`config.mk`:
```
export PLATFORM = sky130hd
export DESIGN_NAME = gray_counter
export DESIGN_NICKNAME = d
export VERILOG_FILES = /design/src/rtl/gray_counter.sv
export SDC_FILE = /design/constraint.sdc
export NUM_CORES = 1
export LEC_CHECK = 0
export CAP_MARGIN = 40
export CELL_PAD_IN_SITES_DETAIL_PLACEMENT = 1
export CELL_PAD_IN_SITES_GLOBAL_PLACEMENT = 2
export CORE_MARGIN = 2
export CORE_UTILIZATION = 24
export DETAILED_ROUTE_END_ITERATION = 16
export PLACE_DENSITY_LB_ADDON = 0.1
export SETUP_SLACK_MARGIN = 0.5
export SYNTH_ARGS = -nofsm -noshare
export SYNTH_HDL_FRONTEND = slang
export SYNTH_SLANG_ARGS = --single-unit
```
`constraint.sdc`:
```
create_clock -name clk -period 2.1 [get_ports clk]
set_input_delay 0.42 -clock clk [delete_from_list [all_inputs] [get_ports clk]]
set_output_delay 0.42 -clock clk [all_outputs]
set_load 0.02 [all_outputs]
```
`src/rtl/gray_counter.sv`:
```
// Up/down binary counter with registered binary and Gray views, loadable in either code; optional GRAY_COUNTER_CHECK_EN self-check drives err.
// Latency: every request sampled on edge N is visible after edge N; no combinational input-to-output path.
// Backpressure: none; accepts one load or step per cycle, priority !rst_n > load > en > hold.
module gray_counter #(
  parameter int WIDTH = 5,
  parameter int WRAP  = 1
) (
  input  logic             clk,
  input  logic             rst_n,
  input  logic             en,
  input  logic             up,
  input  logic             load,
  input  logic             load_gray,
  input  logic [WIDTH-1:0] load_val,
  output logic [WIDTH-1:0] bin_out,
  output logic [WIDTH-1:0] gray_out,
  output logic             tc,
  output logic             err
);

  logic [WIDTH-1:0] bin_q;
  logic [WIDTH-1:0] gray_q;
  logic             tc_q;

  logic [WIDTH-1:0] bin_nxt;
  logic [WIDTH-1:0] gray_nxt;
  logic [WIDTH-1:0] load_bin;
  logic             tc_nxt;
  logic             blocked;

  // Gray to binary: each binary bit is the XOR of all Gray bits at or above it.
  function automatic logic [WIDTH-1:0] gray2bin(input logic [WIDTH-1:0] g);
    logic [WIDTH-1:0] b;
    b = '0;
    b[WIDTH-1] = g[WIDTH-1];
    for (int i = WIDTH - 2; i >= 0; i--) begin
      b[i] = b[i+1] ^ g[i];
    end
    return b;
  endfunction

  // Next-state selection: load beats step, steps at an end wrap or are blocked.
  always_comb begin
    bin_nxt  = bin_q;
    tc_nxt   = 1'b0;
    blocked  = 1'b0;
    load_bin = load_gray ? gray2bin(load_val) : load_val;
    if (load) begin
      bin_nxt = load_bin;
    end else if (en) begin
      if (up) begin
        if (bin_q == {WIDTH{1'b1}}) begin
          tc_nxt = 1'b1;
          if (WRAP != 0) bin_nxt = '0;
          else           blocked = 1'b1;
        end else begin
          bin_nxt = bin_q + WIDTH'(1);
        end
      end else begin
        if (bin_q == '0) begin
          tc_nxt = 1'b1;
          if (WRAP != 0) bin_nxt = {WIDTH{1'b1}};
          else           blocked = 1'b1;
        end else begin
          bin_nxt = bin_q - WIDTH'(1);
        end
      end
    end
    gray_nxt = bin_nxt ^ (bin_nxt >> 1);
  end

  // Binary, Gray and terminal-count registers all update on the same edge.
  always_ff @(posedge clk) begin
    if (!rst_n) begin
      bin_q  <= '0;
      gray_q <= '0;
      tc_q   <= 1'b0;
    end else begin
      bin_q  <= bin_nxt;
      gray_q <= gray_nxt;
      tc_q   <= tc_nxt;
    end
  end

  assign bin_out  = bin_q;
  assign gray_out = gray_q;
  assign tc       = tc_q;

`ifdef GRAY_COUNTER_CHECK_EN
  logic             err_q;
  logic             stepped;
  logic [WIDTH-1:0] gray_diff;

  // Only real count steps are checked; loads, holds and blocked steps may move any number of bits.
  assign stepped   = !load && en && !blocked;
  assign gray_diff = gray_q ^ gray_nxt;

  // Sticky flag: set when a step changes other than exactly one Gray bit.
  always_ff @(posedge clk) begin
    if (!rst_n) begin
      err_q <= 1'b0;
    end else if (stepped && ($countones(gray_diff) != 1)) begin
      err_q <= 1'b1;
    end
  end

  assign err = err_q;
`else
  assign err = 1'b0;
`endif

endmodule

```
==> impl.org <==
** Routing
- Vias after detailed routing :: just over 800
- Antenna Nets Post-Route :: 0
- The first TritonRoute pass finished after 3 iterations.
- Drc violations :: 0
- After detailed routing, the average wire length per cell comes to about 14 µm.
- Wires add up to around 2400 µm.
- DR iter-0 viols :: 30
- Using the TritonRoute via totals, the vias-per-cell ratio works out to 4.65.

** Die
- Pin placement for this block handled 23 I/O pins.
- The die covers about 3700 µm².
- Die outline width :: 61.1 µm
- After floorplanning, the core was divided into 20 placement rows.
- For this configuration, the core starts out at a cell density of 0.254.
- The die is around 61 µm tall.
- The floorplan step defined a core boundary enclosing 3080 µm².

** Clocking
- Buffers inserted during clock tree synthesis total 3.
- No sink is reached through more buffers than the 2 on the longest clock path.
- CTS H-Tree Depth :: 1
- Insertion delay to the later sink of the worst-skew pair :: 270 ps
- CTS saw 10 sinks.
- The cell sitting at the root of the clock tree is a clkbuf_4.
- For this design, the CTS-stage hold fixing added 0 buffers.
- Clock tree from TritonCTS :: yes
- CTS clock-pin slew for the worst setup and hold paths :: 80 ps

** Cells and area
- Leaving out fill and tap cells, the most frequent cell in the layout is buf_4.
- Relative to the synthesized area, the layout overhead comes to 74.4%.
- The top cell types in the final layout, fill and taps aside, are buf_4 (25), dlygate4sd2_1 (13), clkdlybuf4s50_1 (6), nor2_1 (5), dfxtp_1 (5).
- Net count of the finished layout :: 149
- Measured on the finished design, the core utilization comes to 0.443.
- Non-Filler Cell Area, Final :: 1360 µm²
- Of the cells placed in the final design, the portion with a size suffix greater than 1 is 0.448.
- Antenna fix cells :: 0

** Hold path
- Tightest Hold Check Type :: flip-flop to flip-flop

** Yosys
- Measured against the total synthesized area, the mux share comes to 0.0432.
- The compound-gate portion of the synthesized area was 0.235.
- Of the total synthesized cell area, the portion taken by XOR and XNOR cells is 0.0960.
- Mapped Cells :: 89
- Post-synthesis net count :: 103
- Yosys reg bits :: 10
- In this run the mean area of a mapped cell was 8.79 µm².
- The share of the Yosys chip area taken by registers is 0.256.
- Area fraction in and, or, nand and nor cells after synthesis :: 0.235
- Adder-cell share of the synthesized area :: 0.0480
- Main combinational cell family by area after synthesis :: compound AO/OA/AOI/OAI gates
- Ys Warns :: 0
- Syn Std Cell Area :: 782 µm²
- The synthesized netlist contains 44 unique library cells.

** Timing
- Setup violations remaining at the end of the flow were counted as 0.
- Timing would allow up to slightly above 0.5 GHz.
- Final max-slew violation count :: 0
- Subtracting the final worst setup slack from the clock period gives about 2000 ps.
- The tightest hold path in the finished design has a slack of between 700 and 800 ps.
- Worst clock skew :: 15.7 ps
- Final worst path period share :: 0.942
- Setup tns final :: 0 ps
- Setup repair after global routing could not meet its margin everywhere.
- The count of endpoints failing hold in the final timing report came to 0.

** Run
- Number of max-cap violations :: 0

** Worst setup path
- Type of destination of the critical path :: flip-flop
- STA puts the critical path data required time at 2250 ps.
- Among cell families on the critical path, the largest total delay comes from compound AO/OA/AOI/OAI gates.
- Max FO, Critical Path :: 4
- Arrival time reported for the critical path endpoint :: 2130 ps
- On the worst path, the slowest cell contributes a delay of 400 ps.
- By instance count, the cell type seen most on the critical path is ha_4.
- The signal on the critical path passes through ha_4, and3_4, ha_4, nor2b_2, a22o_1, a221oi_4, nor3_1, mux2_2.
- Critical Path Slowest Stage Cell :: dfxtp_4
- The worst setup path is launched from a flip-flop.
- Counting both buffers and inverters, the worst setup path holds a total of 0.
- Worst Setup Path Type :: flip-flop to flip-flop

** Global routing
- Antenna violations before repair :: 0
- The total overflow left after global routing is 0.
- Pin count of the biggest net entering global routing :: 10
- The first global-routing pass estimated slightly above 4000 µm of wire.
- Via count of the first global-routing pass :: ~850
- Overall Global Routing Usage :: 0.147

** Power
- Pwr/cell area :: 519 nW/µm²
- Leakage power :: about 0.62 nW
- The share of total power dissipated in combinational logic is 0.462.
- The internal portion of the total power is ~470 µW.
- Of the total power, the share spent switching nets is 0.343.
- Clock power frac :: 0.202
- The design draws ~710 µW.
- Power share of the sequential group :: 0.336
- Summed over all nets, the switching power comes to 243 µW.
- Peak supply drop :: 0.289 mV

** Run status
- Outcome :: complete, no violations

** Place
- Summing all placed instances gives a cell area of 1170 µm².
- GPL Wtd Cong :: 0.736
- Detailed placement ended at an HPWL of roughly 1800 µm.
- Input and output buffers added on the ports amount to 21.
synth_stat cells (all sizes together):
| library cell | n | area, µm² |
|---|---|---|
| conb | 1 | 3.75 |
| xor2 | 1 | 8.76 |
| a311o | 1 | 11.3 |
| and4b | 1 | 10.0 |
| mux2 | 3 | 33.8 |
| a21oi | 3 | 15.0 |
| nor4 | 1 | 6.26 |
| and4 | 1 | 8.76 |
| dfxtp | 10 | 200 |
| nor3 | 5 | 30.0 |
| or4b | 1 | 13.8 |
| nor3b | 1 | 7.51 |
| nand3b | 1 | 7.51 |
| o211a | 2 | 20.0 |
| a22o | 1 | 8.76 |
| o31ai | 1 | 7.51 |
| inv | 6 | 22.5 |
| a211oi | 1 | 7.51 |
| nor2b | 3 | 18.8 |
| nor2 | 5 | 18.8 |
| o21ai | 6 | 33.8 |
| a211o | 1 | 8.76 |
| nand2b | 3 | 18.8 |
| xnor2 | 4 | 42.6 |
| o211ai | 2 | 15.0 |
| nand2 | 2 | 7.51 |
| buf | 6 | 41.3 |
| a311oi | 2 | 17.5 |
| nor4b | 1 | 8.76 |
| o21a | 3 | 22.5 |
| xnor3 | 1 | 23.8 |
| a22oi | 1 | 7.51 |
| a221oi | 1 | 8.76 |
| nand3 | 2 | 10.0 |
| ha | 3 | 37.5 |
| and3 | 2 | 17.5 |
power groups by stage:
stage / Clock [mW] / Sequential [mW] / Combinational, mW
6_report: 0.143 / 0.238 / 0.327
5_1_grt: 0.155 / 0.242 / 0.357
4_1_cts: 0.149 / 0.238 / 0.304
3_5_place_dp: 0 / 0.241 / 0.279
3_3_place_gp: 0 / 0.241 / 0.275
2_1_floorplan: 0 / 0.258 / 0.151
registers in the layout, indices dropped and copies added, names as in the netlist:
register / count
bin_out: 5
gray_out: 4
tc: 1
per-stage QoR:
step           worst slack [ps]  instances
2_1_floorplan               239         89
3_3_place_gp               -256        160
3_5_place_dp               -288        160
4_1_cts                    97.0        172
5_1_grt                    40.1        178
6_report                    121        178
kinds of logic after synthesis:
kind of cell / Yosys count
AO/OA/AOI/OAI: 25
XOR/XNOR: 6
adder cells (fa/ha/maj): 3
buffers and inverters: 12
flip-flops: 10
multiplexers: 3
other: 1
AND/OR/NAND/NOR: 29
area by class of cell:
cell class / count / area [µm²]
clock buffers: 4 / 26.3
fillers: 368 / 1710
inverters: 6 / 27.5
multi-input cells: 67 / 646
flip-flops and latches: 10 / 211
well taps: 44 / 55.1
repair buffers: 47 / 398
layer usage:
metal | share of wire | track usage | up-vias
met3 | 0.032 | 0.0210 | 5
met4 | 0.016 | 0.0652 | 0
met5 | 0 | 0 | -
met2 | 0.47 | 0.226 | 14
met1 | 0.49 | 0.204 | 389
li1 | - | - | 419
worst register-to-register path, stage by stage, from the launching register on:
cell and delay [ps]:
dfxtp_4 400, ha_4 150, and3_4 180, ha_4 160
nor2b_2 40, a22o_1 230, a221oi_4 340, nor3_1 100
mux2_2 270
timing repair:
item                                    CTS  global route
pin swaps                                16            12
gates resized for setup                  20             9
endpoints found under the setup margin   17            11
setup buffers                             8             6
worst paths after layout:
kind	startpoint	end	cells past startpoint	slack, ps
max	bin_out[0]$_SDFF_PN0_	gray_out[2]$_SDFF_PN0_	8	120
min	bin_out[4]$_SDFF_PN0_	bin_out[4]$_SDFF_PN0_	2	730
max reg2reg	bin_out[0]$_SDFF_PN0_	gray_out[2]$_SDFF_PN0_	8	120
min reg2reg	bin_out[4]$_SDFF_PN0_	bin_out[4]$_SDFF_PN0_	2	730
Note: power is estimated with default switching activity, not from simulation.
